[src/rtl/fifo_arb_pkg.sv]
// fifo_arb_pkg: shared types, constants and the round-robin pick helper
// for the FIFO write arbiter.
package fifo_arb_pkg;
    localparam int DEF_DATA_WIDTH = 8;

    typedef enum logic {IDLE, LOCK} arb_state_t;

    typedef struct packed {
        logic       found;
        logic [4:0] idx;
    } pick_t;

    // Lowest set bit of an already-rotated vector, offset back by ptr; caller reduces mod N.
    function automatic pick_t rr_pick(input logic [15:0] eligible, input logic [3:0] ptr);
        pick_t p;
        p = '0;
        for (int i = 15; i >= 0; i--) begin
            if (eligible[i]) begin
                p.found = 1'b1;
                p.idx   = 5'(i) + 5'(ptr);
            end
        end
        return p;
    endfunction
endpackage

[src/rtl/rr_priority_pick.sv]
// rr_priority_pick: combinational round-robin search -- rotate by ptr,
// priority encode, unrotate back to a requester index.
module rr_priority_pick
    import fifo_arb_pkg::*;
#(
    parameter int N = 4
) (
    input  logic [N-1:0]         i_eligible,
    input  logic [$clog2(N)-1:0] i_ptr,
    output logic                 o_found,
    output logic [$clog2(N)-1:0] o_idx
);
    localparam int IW = $clog2(N);

    logic [15:0] w_rot;
    pick_t       w_pick;

    assign w_rot   = 16'(N'({i_eligible, i_eligible} >> i_ptr));
    assign w_pick  = rr_pick(w_rot, 4'(i_ptr));
    assign o_found = w_pick.found;
    assign o_idx   = IW'((w_pick.idx >= 5'(N)) ? w_pick.idx - 5'(N) : w_pick.idx);
endmodule

[src/rtl/fifo_wr_arbiter.sv]
// fifo_wr_arbiter: round-robin arbiter sharing one FIFO write port among
// NUM_REQ producers, with a burst lock of up to BURST_LEN beats per winner.
module fifo_wr_arbiter
    import fifo_arb_pkg::*;
#(
    parameter int DATA_WIDTH = DEF_DATA_WIDTH,
    parameter int NUM_REQ    = 4,
    parameter int BURST_LEN  = 4
) (
    input  logic                          clk,
    input  logic                          rst,
    input  logic [NUM_REQ-1:0]            i_req_valid,
    input  logic [NUM_REQ*DATA_WIDTH-1:0] i_req_data,
    input  logic [NUM_REQ-1:0]            i_req_mask,
    output logic [NUM_REQ-1:0]            o_req_ready,
    input  logic                          i_full,
    output logic                          o_wr_en,
    output logic [DATA_WIDTH-1:0]         o_data_in,
    output logic [$clog2(NUM_REQ)-1:0]    o_grant_id,
    output logic                          o_busy
);
    localparam int IW = $clog2(NUM_REQ);
    localparam int BW = $clog2(BURST_LEN + 1);

    arb_state_t         r_state, w_state_nxt;
    logic [IW-1:0]      r_owner, r_rr_ptr, w_owner_nxt, w_rr_ptr_nxt, w_ptr, w_pick_idx, w_idx;
    logic [BW-1:0]      r_beat_cnt, w_beat_nxt;
    logic [NUM_REQ-1:0] w_elig;
    logic               w_owner_elig, w_found, w_write;

    function automatic logic [IW-1:0] inc_mod(input logic [IW-1:0] v);
        return (v == IW'(NUM_REQ - 1)) ? '0 : v + 1'b1;
    endfunction

    assign w_elig       = i_req_valid & i_req_mask;
    assign w_owner_elig = (r_state == LOCK) && w_elig[r_owner];
    // A released lock searches from owner+1 in the same cycle, so there is no bubble.
    assign w_ptr        = (r_state == LOCK) ? inc_mod(r_owner) : r_rr_ptr;

    rr_priority_pick #(.N(NUM_REQ)) u_pick (
        .i_eligible (w_elig),
        .i_ptr      (w_ptr),
        .o_found    (w_found),
        .o_idx      (w_pick_idx)
    );

    assign w_idx       = w_owner_elig ? r_owner : w_pick_idx;
    assign w_write     = !rst && !i_full && (w_owner_elig || w_found);
    assign o_wr_en     = w_write;
    assign o_req_ready = w_write ? NUM_REQ'(1) << w_idx : '0;
    assign o_data_in   = w_write ? i_req_data[w_idx*DATA_WIDTH +: DATA_WIDTH] : '0;
    assign o_grant_id  = w_write ? w_idx : '0;
    assign o_busy      = !rst && (r_state == LOCK);

    always_comb begin
        w_state_nxt  = r_state;
        w_owner_nxt  = r_owner;
        w_rr_ptr_nxt = r_rr_ptr;
        w_beat_nxt   = r_beat_cnt;
        if (w_owner_elig) begin
            if (!i_full) begin
                w_beat_nxt = r_beat_cnt + 1'b1;
                if (w_beat_nxt == BW'(BURST_LEN)) begin
                    w_state_nxt  = IDLE;
                    w_rr_ptr_nxt = inc_mod(r_owner);
                end
            end
        end else if (w_write) begin
            if (BURST_LEN == 1) begin
                w_rr_ptr_nxt = inc_mod(w_idx);
            end else begin
                w_state_nxt = LOCK;
                w_owner_nxt = w_idx;
                w_beat_nxt  = BW'(1);
            end
        end else if (r_state == LOCK) begin
            w_state_nxt  = IDLE;
            w_rr_ptr_nxt = inc_mod(r_owner);
        end
    end

    always_ff @(posedge clk) begin
        if (rst) begin
            r_state    <= IDLE;
            r_owner    <= '0;
            r_rr_ptr   <= '0;
            r_beat_cnt <= '0;
        end else begin
            r_state    <= w_state_nxt;
            r_owner    <= w_owner_nxt;
            r_rr_ptr   <= w_rr_ptr_nxt;
            r_beat_cnt <= w_beat_nxt;
        end
    end
endmodule

[config.mk]
export PLATFORM = sky130hd
export DESIGN_NAME = fifo_wr_arbiter
export DESIGN_NICKNAME = d
export VERILOG_FILES = /design/src/rtl/fifo_arb_pkg.sv /design/src/rtl/rr_priority_pick.sv /design/src/rtl/fifo_wr_arbiter.sv
export SDC_FILE = /design/constraint.sdc
export NUM_CORES = 1
export LEC_CHECK = 0
export ABC_AREA = 1
export CAP_MARGIN = 0
export CORE_UTILIZATION = 38
export CTS_CLUSTER_DIAMETER = 100
export CTS_CLUSTER_SIZE = 30
export DETAILED_ROUTE_END_ITERATION = 10
export PLACE_DENSITY = 0.9
export REMOVE_ABC_BUFFERS = 1
export SYNTH_ARGS = -nofsm -noshare
export SYNTH_HDL_FRONTEND = slang
export SYNTH_SLANG_ARGS = --single-unit
[constraint.sdc]
create_clock -name clk -period 2.4 [get_ports clk]
set_input_delay 0.6 -clock clk [delete_from_list [all_inputs] [get_ports clk]]
set_output_delay 0.6 -clock clk [all_outputs]
set_load 0.03 [all_outputs]
=== Yosys cells after proc, flatten, opt, wreduce, memory -nomap -nowiden ===
Cells that the tools add are included.
W data, S select, Z words.

* Word-level logic and storage cells: 58
* Register bits: 8

* Add/subtract/negate cells: 6
* Reduce and logical (&&, ||, !) cells: 12
* Eq/ne operators: 5
* $lt $le $gt $ge: 2
* Bitwise operators: 2
* Mux-type cells: 24
* Shift-type cells: 3

{| class="wikitable"
|+ Operators by type and width
! operator !! count
|-
| $shiftx A32 B6 Y8 || 1
|-
| $mux W6 || 4
|-
| $mux W2 || 9
|-
| $mux W3 || 3
|-
| $mux W8 || 1
|-
| $shr A8 B2 Y4 || 1
|-
| $add A2 B2 Y3 const A || 2
|-
| $reduce_and A2 Y1 || 3
|-
| $ge A5 B3 Y1 const B || 1
|-
| $mux W1 || 5
|-
| $and A4 B4 Y4 || 1
|-
| $logic_and A1 B1 Y1 || 4
|-
| $mux W4 || 1
|-
| $ne A2 B2 Y1 const B || 2
|-
| $shl A1 B2 Y4 const A || 1
|-
| $add A1 B2 Y3 const A || 1
|-
| $add A3 B1 Y3 const B || 1
|-
| $eq A3 B3 Y1 const B || 1
|-
| $lt A2 B3 Y1 const B || 1
|-
| $reduce_and A3 Y1 || 1
|-
| $add A2 B1 Y2 const B || 1
|-
| $bmux W1 S2 || 1
|-
| $eq A2 B2 Y1 const B || 1
|-
| $logic_not A1 Y1 || 2
|-
| other kinds (5) || 5
|}

=== Longest topological paths before layout ===
Gate-level depths: netlist of the first run.

* Word-level depth: 13
* Gate-level depth with buffers: 17
* Mapped depth without buffers: 16

=== By module ===
Synthesis of the first run repeated with hierarchy kept, for this count alone.

* Cell total of the unflattened synthesis: 218
* Area total of the unflattened synthesis: 1258.7 sq um

{| class="wikitable"
|+ By module, submodules not included
! module !! cells each !! area each (sq um) !! times used
|-
| fifo_wr_arbiter || 166 || 985.9 || 1
|-
| rr_priority_pick || 52 || 272.8 || 1
|}

=== Worst setup path after synthesis of the first run ===
Ideal clock, no wire load.

* Path kind: register to output
* From: reg r_owner[0]
* To: out o_req_ready[0]
* Required time: 1800 ps
* Arrival time: 2337 ps
* Cell stages (with the launch flop): 14
* Buffers on the path: 1
* Setup slack: -537 ps
* Cell sequence: dfxtp_1 -> ha_1 -> inv_1 -> nand2_1 -> o21ai_2 -> inv_2 -> nand3_1 -> nand2_2 -> inv_4 -> nand3_2 -> nand3_4 -> nand2_4 -> buf_12 -> nor3_1

* Longest elaborated chain between the ends: 13
* Elaborated cells between the ends (all ways): 23
* Those cells by class: add/sub: 5; order compare: 1; eq/ne: 1; shift: 2; mux: 11; reduce/logical: 3

{| class="wikitable"
|+ RTL lines
! item !! RTL line !! source
|-
| from (decl) || fifo_wr_arbiter.sv:26 || <nowiki>logic [IW-1:0] r_owner, r_rr_ptr, w_owner_nxt, w_rr_ptr_nxt, w_ptr, w_pick_idx, w_idx;</nowiki>
|-
| from (signal assigned) || fifo_wr_arbiter.sv:90 || <nowiki>r_owner <= w_owner_nxt;</nowiki>
|-
| $add A2 B1 Y2 / $eq A2 B2 Y1 (equally long branches) || fifo_wr_arbiter.sv:32 || <nowiki>return (v == IW'(NUM_REQ - 1)) ? '0 : v + 1'b1;</nowiki>
|-
| $mux W2 || fifo_wr_arbiter.sv:32 ||
|-
| $mux W2 || - ||
|-
| $add A2 B2 Y3 / $shr A8 B2 Y4 (equally long branches) || fifo_arb_pkg.sv:20, rr_priority_pick.sv:18 ||
|-
| $mux W6 (4 in series) || fifo_arb_pkg.sv:18 || <nowiki>if (eligible[i]) begin</nowiki>
|-
| $ge A5 B3 Y1 / $sub A2 B1 Y2 (equally long branches) || rr_priority_pick.sv:21 || <nowiki>assign o_idx = IW'((w_pick.idx >= 5'(N)) ? w_pick.idx - 5'(N) : w_pick.idx);</nowiki>
|-
| $mux W2 || rr_priority_pick.sv:21 ||
|-
| $mux W2 || fifo_wr_arbiter.sv:47 || <nowiki>assign w_idx = w_owner_elig ? r_owner : w_pick_idx;</nowiki>
|-
| $shl A1 B2 Y4 || fifo_wr_arbiter.sv:50 || <nowiki>assign o_req_ready = w_write ? NUM_REQ'(1) << w_idx : '0;</nowiki>
|-
| $mux W4 (*) || fifo_wr_arbiter.sv:50 ||
|-
| to (decl) || fifo_wr_arbiter.sv:15 || <nowiki>output logic [NUM_REQ-1:0] o_req_ready,</nowiki>
|}

Every way passes the cells marked *; elsewhere a longest branch is shown, timed or not. The select of a mux whose other input is x is not followed.

=== Worst setup path after layout of the first run ===
* From: reg r_owner[0]
* To: out o_data_in[0]

* Longest elaborated chain between the ends: 13
* Elaborated cells between the ends (all ways): 23
* Those cells by class: add/sub: 5; order compare: 1; eq/ne: 1; shift: 2; mux: 11; reduce/logical: 3

{| class="wikitable"
|+ RTL lines
! item !! RTL line !! source
|-
| $add A2 B1 Y2 / $eq A2 B2 Y1 (equally long branches) || fifo_wr_arbiter.sv:32 ||
|-
| $mux W2 || fifo_wr_arbiter.sv:32 ||
|-
| $mux W2 || - ||
|-
| $add A2 B2 Y3 / $shr A8 B2 Y4 (equally long branches) || fifo_arb_pkg.sv:20, rr_priority_pick.sv:18 ||
|-
| $mux W6 (4 in series) || fifo_arb_pkg.sv:18 ||
|-
| $ge A5 B3 Y1 / $sub A2 B1 Y2 (equally long branches) || rr_priority_pick.sv:21 ||
|-
| $mux W2 || rr_priority_pick.sv:21 ||
|-
| $mux W2 || fifo_wr_arbiter.sv:47 ||
|-
| $shiftx A32 B6 Y8 || fifo_wr_arbiter.sv:51 || <nowiki>assign o_data_in = w_write ? i_req_data[w_idx*DATA_WIDTH +: DATA_WIDTH] : '0;</nowiki>
|-
| $mux W8 (*) || fifo_wr_arbiter.sv:51 ||
|-
| to (decl) || fifo_wr_arbiter.sv:18 || <nowiki>output logic [DATA_WIDTH-1:0] o_data_in,</nowiki>
|}

Marks and branches as above.

==> results.cfg, run 1 <==
[worst_hold_path]
min_path_type = reg2reg

[floorplan]
die_w_um = 59.78
pin_count = 59
rows = 20
dieArea_sq_um = 3574
die_h_um = 59.78
core-area_sq_um = 3103
initial_core_util = 0.4089

[placed_design]
dp.cells = 339
globalplace.congestion = 0.8622
dp_hpwl_um = 3120
port_buffers = 58

[sta]
max_freq_mhz = 315.2
worst_pin_slew_ns = 0.4600
fin_crit_sh = 1.322
slew_violations = 0
period_needed_ns = 3.172
fin_setup_tns_ns = -10.51
rsz0062_at_grt = yes
setup_viol = 19
worst_slack_ns = -0.7724
hold_viol_final = 0
clock_skew_ns = 0.01405
slew_headroom = 0.6901

[global_route]
track_usage = 0.3192
gr-total-overflow = 0
grt_pass1_vias = 1886
grt_pass1_wl_um = 8556
antenna_found_initial = 0
grt_max_degree = 12

[clocking]
cts_tree = done
clk_latency_ns = 0.29
cts_max_level = 1
cts_num_sinks = 8
cts.clk_slew.worst_paths_ns = 0.06
clockBufferDepth = 2
numCtsBuffers = 3
root_buffer = clkbuf_4

[detailed_routing]
route.met3.wl_um = 397
drc = 0
first_iter_violations = 229
first_pass_iters = 5
wire_per_inst_um = 19.18
drt-met1-wl_um = 2671
highest_layer = met4
viasPerCell = 5.738
via_count = 2106
wl_met2_um = 3563
ant_nets = 0
drt_wl_total_um = 7040

[setup_path]
crit_fanout = 5
cp.required_ns = 1.80
critPathLaunchType = flip-flop
cp-end-kind = output port
worstSetupPathType = reg2out
critical_path.max_stage_delay_ns = 0.36
critical_path.cell_chain = ha_4 -> inv_2 -> nand2_2 -> o21ai_4 -> buf_12 -> nand3_2 -> nand2_2 -> inv_4 -> buf_4 -> o211ai_1 -> nand2_1 -> nand2_4 -> buf_8 -> nand2_4 -> a21oi_4 -> buf_6
critPathSlowestCell = dfxtp_4
arrival_ns = 2.57

[logic_synthesis]
synth-compound-area-share = 0.1361
synth_edf_count = 0
synth_xor_area_frac = 0.006903
ys_seq_area_frac = 0.1262
synth_top_family_by_area = simple AND/OR/NAND/NOR gates
ys_types = 27
syn_inst = 213
synth.top_cells.by_count = 59 x nand2_1, 43 x nand3_1, 20 x inv_1, 19 x nand2_2, 9 x nor2_1
synth_area_leaders = nand2_1 17%, nand3_1 17%, dfxtp_1 13%
synth.top_cell.area_share = 0.1746
yosys.area.top_type = nand2_1
ys.flop_type = dfxtp_1
synthAdderAreaFrac = 0.02959
async_flop_share = 0
synth_most_common_cell = nand2_1
synthSimpleGateAreaFrac = 0.5671
avgSynthCellArea_sq_um = 5.956
synth_seq_cells = 8
syn_area_sq_um = 1269
synthMuxAreaShare = 0
yosys_warnings = 0

[power_and_ir_drop]
leakage_nw = 1.310
pwr-share-comb = 0.894
switching_share = 0.5499
intPower_w = 0.001256
p_switching_w = 0.001534
clkPwrFrac = 0.042
pwr_density_cell_nw_per_um2 = 1031
peakVddDrop_v = 0.0007322
seqPwrFrac = 0.063

[cells_and_area]
layout.nets = 371
fin_util = 0.8718
finalNonFillerCells = 367
antenna-diode-count = 0
areaGrowthSynthToFinish_pct = 113.2
drive_above_1_share = 0.5356

[status]
status = finished with violations
violations = setup timing

[flow_run]
cap_viol_max_count = 0
## sequential cells by signal, indices dropped and copies added, names as in the netlist
signal,count
r_owner,2
r_rr_ptr,2
r_state,1
r_beat_cnt,3
## cell usage in the layout, fill, tap and decap left out, types with 3 or more instances in the layout
master	instances
o21ai_0	3
buf_4	44
buf_6	20
nand3_2	15
inv_1	15
buf_8	3
nor3_2	4
dlygate4sd2_1	8
a21oi_2	6
nand3_4	6
clkbuf_4	3
nand2_2	27
nand2_4	20
dfxtp_1	5
inv_2	8
nor2_1	9
a21oi_1	7
clkdlybuf4s50_1	34
nand2_1	36
nand3_1	26
## cell families (layout without fill, tap and decap cells)
logic type               Yosys count  after routing
AND/OR/NAND/NOR                  144            146
buffers and inverters             31            139
AO/OA/AOI/OAI                     26             26
flip-flops                         8              8
adder cells (fa/ha/maj)            3              3
XOR/XNOR                           1              1
## per-layer routing
layer | GRT usage | vias up
li1 | - | 922
met1 | 0.3477 | 1000
met2 | 0.5762 | 136
met3 | 0.06061 | 48
met4 | 0.1728 | 0
met5 | 0 | -
## final cells by class
class	instances	area, sq um
multi-input combinational	176	1309
timing repair buffer	111	1051
fill	170	397.9
sequential	8	166.4
inverter	25	101.3
tap	44	55.05
clock buffer	3	22.52
## critical path: cells and delay by family (launching register included)
family / cells / cell delay [ns]
AO/OA/AOI/OAI: 3 / 0.35
adder cells (fa/ha/maj): 1 / 0.24
buffers and inverters: 6 / 0.71
flip-flops: 1 / 0.36
AND/OR/NAND/NOR: 6 / 0.62
## path summary, 6_finish.rpt
kind / from / end / slack (ns) / cells after the start
max: r_owner[0] / o_data_in[0] / -0.77 / 16
min: r_beat_cnt[1] / r_beat_cnt[1] / 0.52 / 2
max reg2reg: r_owner[0] / r_rr_ptr[0] / -0.12 / 19
min reg2reg: r_beat_cnt[1] / r_beat_cnt[1] / 0.52 / 2
## repair_timing
action                                  4_1_cts  5_1_grt
endpoints found under the setup margin       18       20
resized for setup                            65       58
buffers inserted                             14        9
pin swaps                                    36       37
cloned                                        2        1
hold buffers                                  0        0
endpoints found under the hold margin         0        0
## power by group through the flow
stage	Combinational (W)	Clock (W)	Sequential [W]
2_1_floorplan	0.000951	0	0.000169
3_3_place_gp	0.00149	0	0.000166
3_5_place_dp	0.00151	0	0.000167
4_1_cts	0.00186	0.000112	0.000172
5_1_grt	0.00260	0.000122	0.000177
6_report	0.00250	0.000118	0.000176
## stage by stage
stage / cell area [sq um] / hold slack, ns / setup WS, ns / total power, W
CTS: 2387 / 0.4881 / -0.5791 / 0.002139
floorplan: 1195 / 0.4478 / -0.6801 / 0.001120
global placement: 2028 / 0.4638 / -0.7272 / 0.001659
global route: 2705 / 0.5451 / -0.8236 / 0.002903
finish: 2705 / 0.5208 / -0.7724 / 0.002790
detailed placement: 2028 / 0.4667 / -0.7555 / 0.001680
Note: power is estimated with default switching activity, not from simulation.
==> run 2: changes to the inputs <==
- SLEW_MARGIN: default -> 20
==> results of run 2 <==
Same layout as run 1: the final DEF is identical, and so are final timing and power.
==> run 3: changes to the inputs <==
- SKIP_CTS_REPAIR_TIMING: default -> 1
==> results.cfg, run 3 (synthesized netlist as in run 1, its figures left out) <==
[setup_path]
cpMostUsedCell = nand2_1
worstSetupEndpoint = o_data_in[5]
arrival_ns = 2.58
rrSetupSlack_ns = -0.16
crit_fanout = 8
worst_setup_path_startpoint = r_owner[0]
reg2reg_from = r_owner[0]
cp.required_ns = 1.80
cp-end-kind = output port
critPathSlowestCell = dfxtp_2
timing.rr.end = r_owner[0]
critical_path.cell_chain = ha_4 -> nor2_4 -> nand2_4 -> nand2_2 -> nand2_1 -> nand2_1 -> nand2_1 -> nand2_1 -> nand3_2 -> nand3_4 -> buf_6 -> nand3_2 -> nand2_1 -> nand2_1 -> a21oi_2 -> buf_6
critical_path.max_stage_delay_ns = 0.34
critPathLaunchType = flip-flop
rr_worst_depth = 18
worstSetupPathType = reg2out

[flow_run]
cap_viol_max_count = 0

[floorplan]
initial_core_util = 0.4089
rows = 20
dieArea_sq_um = 3574
die_w_um = 59.78
pin_count = 59
core-area_sq_um = 3103
die_h_um = 59.78

[cells_and_area]
largest_reg_flops = 3
largestRegisters = r_beat_cnt (3), r_owner (2), r_rr_ptr (2)
drive_above_1_share = 0.4777
areaGrowthSynthToFinish_pct = 98.13
top_register = r_beat_cnt
final_common_cell = nand2_1
mostFrequentLayoutCells = 48 x nand2_1, 39 x buf_4, 34 x clkdlybuf4s50_1
layout.nets = 362
fin_util = 0.8101
finalInstanceArea_sq_um = 2514
nFillCells = 197
finalNonFillerCells = 358
antenna-diode-count = 0

[detailed_routing]
first_iter_violations = 125
via_count = 1944
drt_wl_total_um = 5782
ant_nets = 0
viasPerCell = 5.430
drc = 0
first_pass_iters = 4
wire_per_inst_um = 16.15

[sta]
slew_violations = 0
setup_viol = 18
slew_headroom = 0.7069
max_freq_mhz = 314.7
worst_pin_slew_ns = 0.4350
worst_slack_ns = -0.7774
period_needed_ns = 3.177
fin_crit_sh = 1.324
hold_viol_final = 0
fin_setup_tns_ns = -10.59
rsz0062_at_grt = yes
clock_skew_ns = 0.007663

[clocking]
root_buffer = clkbuf_4
cts_num_sinks = 8
cts_tree = done
clockBufferDepth = 2
cts.clk_slew.worst_paths_ns = 0.06
cts_max_level = 1
numCtsBuffers = 3
clk_latency_ns = 0.28

[placed_design]
dp_hpwl_um = 3120
dp.cells = 339
globalplace.congestion = 0.8622
place_area_sq_um = 2028
port_buffers = 58

[global_route]
gr-total-overflow = 0
grt_pass1_vias = 1541
antenna_found_initial = 0
grt_pass1_wl_um = 6072
grt_max_degree = 12
track_usage = 0.2173

[status]
violations = setup timing
status = finished with violations

[worst_hold_path]
min_path_type = reg2reg

[power_and_ir_drop]
peakVddDrop_v = 0.0007080
leakage_nw = 1.268
pwr_density_cell_nw_per_um2 = 941.2
[run 3: critical path, delay by kind of cell, from the launching register on]
family,cells,cell delay (ns)
AOI/OAI and AO/OA,1,0.17
and+or+nand+nor,12,1.30
buffers and inverters,2,0.32
adders and majority gates,1,0.17
DFF,1,0.34
[run 3: layer usage]
metal,wire (um),track usage
met1,2362,0.2634
met2,2986,0.3889
met3,286,0.02814
met4,147,0.07641
met5,0,0
[run 3: cell type report]
class,instances,area [sq um],share of cell area
Tap cell,44,55.05,0.02190
Inverter,25,98.84,0.03932
Sequential cell,8,163.9,0.06521
Multi-Input combinational cell,176,1186,0.4719
Clock buffer,3,22.52,0.008960
Timing Repair Buffer,102,987.2,0.3927
[run 3: worst min path at each step]
stage	startpoint	endpoint	slack, ns	depth (start not counted)
2_1_floorplan	r_rr_ptr[1]	r_rr_ptr[1]	0.45	2
3_3_place_gp	r_rr_ptr[1]	r_rr_ptr[1]	0.46	2
3_5_place_dp	r_rr_ptr[1]	r_rr_ptr[1]	0.47	2
4_1_cts	r_rr_ptr[1]	r_rr_ptr[1]	0.47	2
5_1_grt	r_beat_cnt[1]	r_beat_cnt[1]	0.53	2
6_report	r_beat_cnt[1]	r_beat_cnt[1]	0.50	2
[run 3: power by group]
| part | internal, W | total [W] | switching (W) |
|---|---|---|---|
| clock | 0.0000580 | 0.000116 | 0.0000580 |
| sequential | 0.000152 | 0.000174 | 0.0000219 |
| combinational | 0.000876 | 0.00208 | 0.00120 |
[run 3: through the flow]
| stage | total power, W | hold slack (ns) | setup slack, ns |
|---|---|---|---|
| 2_1_floorplan | 0.001120 | 0.4478 | -0.6801 |
| 3_3_place_gp | 0.001659 | 0.4638 | -0.7272 |
| 3_5_place_dp | 0.001680 | 0.4667 | -0.7555 |
| 4_1_cts | 0.001797 | 0.4742 | -0.7563 |
| 5_1_grt | 0.002486 | 0.5318 | -0.8612 |
| 6_report | 0.002366 | 0.5014 | -0.7774 |
==> patch 1: new RTL, flow settings as in run 3 <==
`BURST_LEN`: 4 -> 2.
--- a/src/rtl/fifo_wr_arbiter.sv
+++ b/src/rtl/fifo_wr_arbiter.sv
@@ -5,7 +5,7 @@
 #(
     parameter int DATA_WIDTH = DEF_DATA_WIDTH,
     parameter int NUM_REQ    = 4,
-    parameter int BURST_LEN  = 4
+    parameter int BURST_LEN  = 2
 ) (
     input  logic                          clk,
     input  logic                          rst,
Behaviour: not the same (Yosys sat finds a counterexample within 4 cycles, from zero or initial values and one cycle with rst high).
==> patch 1 against run 3 <==
  * The run still ends with negative setup slack left
  * Area after synthesis fell by 9.3%
  * Final area fell by 5.5%
  * Worst setup slack got worse by 83 ps
  * Count of clock-buffer cells in the layout up 1
  * Power fell by 30%
  * Wire length fell by 0.71%
  * Register-to-register slack improved by 40 ps
  * Largest cell class unchanged
  * Sequential cell count is 1 lower
  * Combinational power is 33% lower
  * Highest routed layer unchanged
==> patch 1: results (changes against run 3) <==
pre-CTS setup slack=-810 ps (-54.3 ps); complex-gate fraction of the synthesized area=14.6% (+0.96 points); synth top area cells=nand2_1 19%, nand3_1 15%, dfxtp_1 12%; outcome=complete, but fails checks; register area share after synthesis=12.2% (-0.45 points); Max Fanout on Critical Path=7 (-1); largest net degree at the start of global routing=21 (+9); detailed-route via count=1916 (-1.4%); Layout Cells excl Fill=327 (-8.7%); Final Util=84.7% (+3.7 points); share of layout cells above drive strength 1=52.0% (+4.3 points); Post-synth top cells=59 x nand2_1, 35 x nand3_1, 20 x nand2_2, 17 x inv_1, 11 x nor2_1; placed instance count=315 (-7.1%); placed cell areas=1930 um2 (-4.9%); Post-Synth Adder-Cell Area=2.17% (-0.78 points); total track usage=23.7% (+2.0 points); Initial DRT Pass Iterations=8 (+4); Synth Instances=202 (-5.2%); Comb power frac=84.5% (-3.2 points); final net count=342 (-5.5%); Final HPWL DP=3.08 mm (-1.4%); failing checks=negative setup slack; Critical Path AT=2660 ps (+80 ps); skew final=8.31 ps (+0.648 ps); Setup WS post-layout=-860 ps (-82.9 ps); Top Registers=r_beat_cnt x2, r_owner x2, r_rr_ptr x2; Flop+latch power=146 uW (-16%); Final Setup Violations=16 (-2); VDD IR max=0.000459 V (-35%); worst r2r src=r_owner[1]; clk_lat worst skew=260 ps (-20 ps); Sum Neg Setup Slack=-10870 ps (-284 ps); DR WL/cell=17.6 um (+8.7%)
-- patch 1: cell type report --
type                            count  area (um2)
Clock buffer                        4        26.3
Fill cell                         137         429
Inverter                           21        78.8
Multi-Input combinational cell    168        1150
Sequential cell                     7         144
Tap cell                           31        38.8
Timing Repair Buffer               96         941
-- patch 1: layer usage --
layer	routed length (um)	vias up	track usage, %
li1	-	849	-
met1	2340	931	28.9
met2	2940	113	45.5
met3	318	23	0.907
met4	142	0	5.57
met5	0	-	0
-- patch 1: worst min-delay path by stage --
stage | start | end | slack [ps] | cells past startpoint
floorplan | r_rr_ptr[1] | r_rr_ptr[1] | 440 | 2
global placement | r_rr_ptr[1] | r_rr_ptr[1] | 470 | 2
detailed placement | r_rr_ptr[1] | r_rr_ptr[1] | 480 | 2
CTS | r_rr_ptr[1] | r_rr_ptr[1] | 500 | 2
global route | r_rr_ptr[1] | r_rr_ptr[1] | 530 | 2
finish | r_rr_ptr[1] | r_rr_ptr[1] | 510 | 2
==> patch 2: new RTL, config.mk and constraints of run 3 <==
Without the edit above. Make the reset (`rst`) asynchronous in one clocked block.
--- a/src/rtl/fifo_wr_arbiter.sv
+++ b/src/rtl/fifo_wr_arbiter.sv
@@ -79,7 +79,7 @@
         end
     end
 
-    always_ff @(posedge clk) begin
+    always_ff @(posedge clk or posedge rst) begin
         if (rst) begin
             r_state    <= IDLE;
             r_owner    <= '0;
Formal check against the unedited RTL: no difference found for any inputs over 10 cycles, from zero or initial values and one cycle with rst high; that may be too few to reach the edited logic, so the function may still have changed.
==> patch 2 against run 3 <==
  * The flow finishes with violations (design-rule violations, negative setup slack)
  * Count of clock-buffer cells in the layout did not move
  * Wire length rose by 2.4%
  * Area after synthesis fell by 7.7%
  * Synthesized cell count fell by 3.8%
  * Cell count fell by 5.6%
  * Worst setup slack got worse by 34 ps
  * Critical path type unchanged
  * Sequential cell count did not move
  * Critical path depth rose by 1
  * Clock skew fell by 1.7 ps
  * Final area fell by 2.0%
Power is not shown: default switching activity piles up to over one toggle a cycle in this logic, so the estimate is an artifact.
==> patch 2: results (changes against run 3) <==
outcome=complete, but fails checks; failing checks=design-rule violations, negative setup slack; Critical Path AT=2610 ps (+30 ps); detailed-route via count=1964 (+1.0%); Worst-Margin Slew=346 ps (-88.7 ps); share of layout cells above drive strength 1=45.0% (-2.8 points); total track usage=22.0% (+0.28 points); Detail Route met3 WL=463 um (+62%); initial DRC count=184 (+47%); worst hold endpoint=r_beat_cnt[0]; metal2 WL=3.00 mm (+0.37%); skew final=5.97 ps (-1.69 ps); Hold Path Depth=1 (-1); first-pass GRT wire length=5.91 mm (-2.7%); Top FF cell, synth=dfrtp_1; Final HPWL DP=2.85 mm (-8.7%); slowest CP cell=dfrtp_1; Initial DRT Pass Iterations=8 (+4); DR WL/cell=17.5 um (+8.5%); Routed met1 length=2.15 mm (-9.1%); flop2flop setup slack=160 ps (+320 ps); Setup WS post-layout=-811 ps (-33.7 ps); Post-synth top cells=89 x nand2_1, 26 x nand3_1, 14 x inv_1, 12 x nor2_1; Final Wtd Congestion=0.854 (-1.0%); synth top area cells=nand2_1 29%, dfrtp_1 17%, nand3_1 11%; worst r2r dst=r_owner[1]; HP Start=r_beat_cnt[0]; largest net degree at the start of global routing=21 (+9); # DRC=2 (+2); Max Fanout on Critical Path=5 (-3); Sum Neg Setup Slack=-9670 ps (+922 ps); Final Setup Violations=15 (-3); vias in the first global route=1521 (-1.3%); placed instance count=315 (-7.1%); Critical Path End=o_data_in[4]; Layout Cells excl Fill=338 (-5.6%); Worst path max stage delay=440 ps (+100 ps); register area share after synthesis=17.1% (+4.5 points); Synth Instances=205 (-3.8%)
patch 2: per-stage QoR:
stage | utilization (%) | cell area (um2) | hold WS, ps
after floorplan | - | 1120 | 416
after global placement | 68.7 | 1940 | 476
after detailed placement | 68.7 | 1940 | 482
after CTS | 69.5 | 1970 | 496
after global routing | 87.1 | 2460 | 524
final | 87.1 | 2460 | 513
patch 2: logic make-up after synthesis:
kind of cell               Yosys count  synth area share, %
adders and majority gates            2                 2.14
DFF                                  8                 17.1
buffers and inverters               24                 9.83
and+or+nand+nor                    147                 56.4
AOI/OAI and AO/OA                   23                 13.8
xor gates and xnor gates             1                0.748
patch 2: per-layer routing:
metal / vias to the layer above / global-route usage (%)
li1: 868 / -
met1: 921 / 25.8
met2: 132 / 40.7
met3: 43 / 4.76
met4: 0 / 4.53
met5: - / 0
patch 2: final cells by class:
cell class	instances	area, um2
flip-flops and latches	8	201
clock buffers	3	22.5
repair inverters	1	6.26
repair buffers	104	1070
fillers	142	365
well taps	31	38.8
inverters	18	77.6
multi-input cells	173	1050
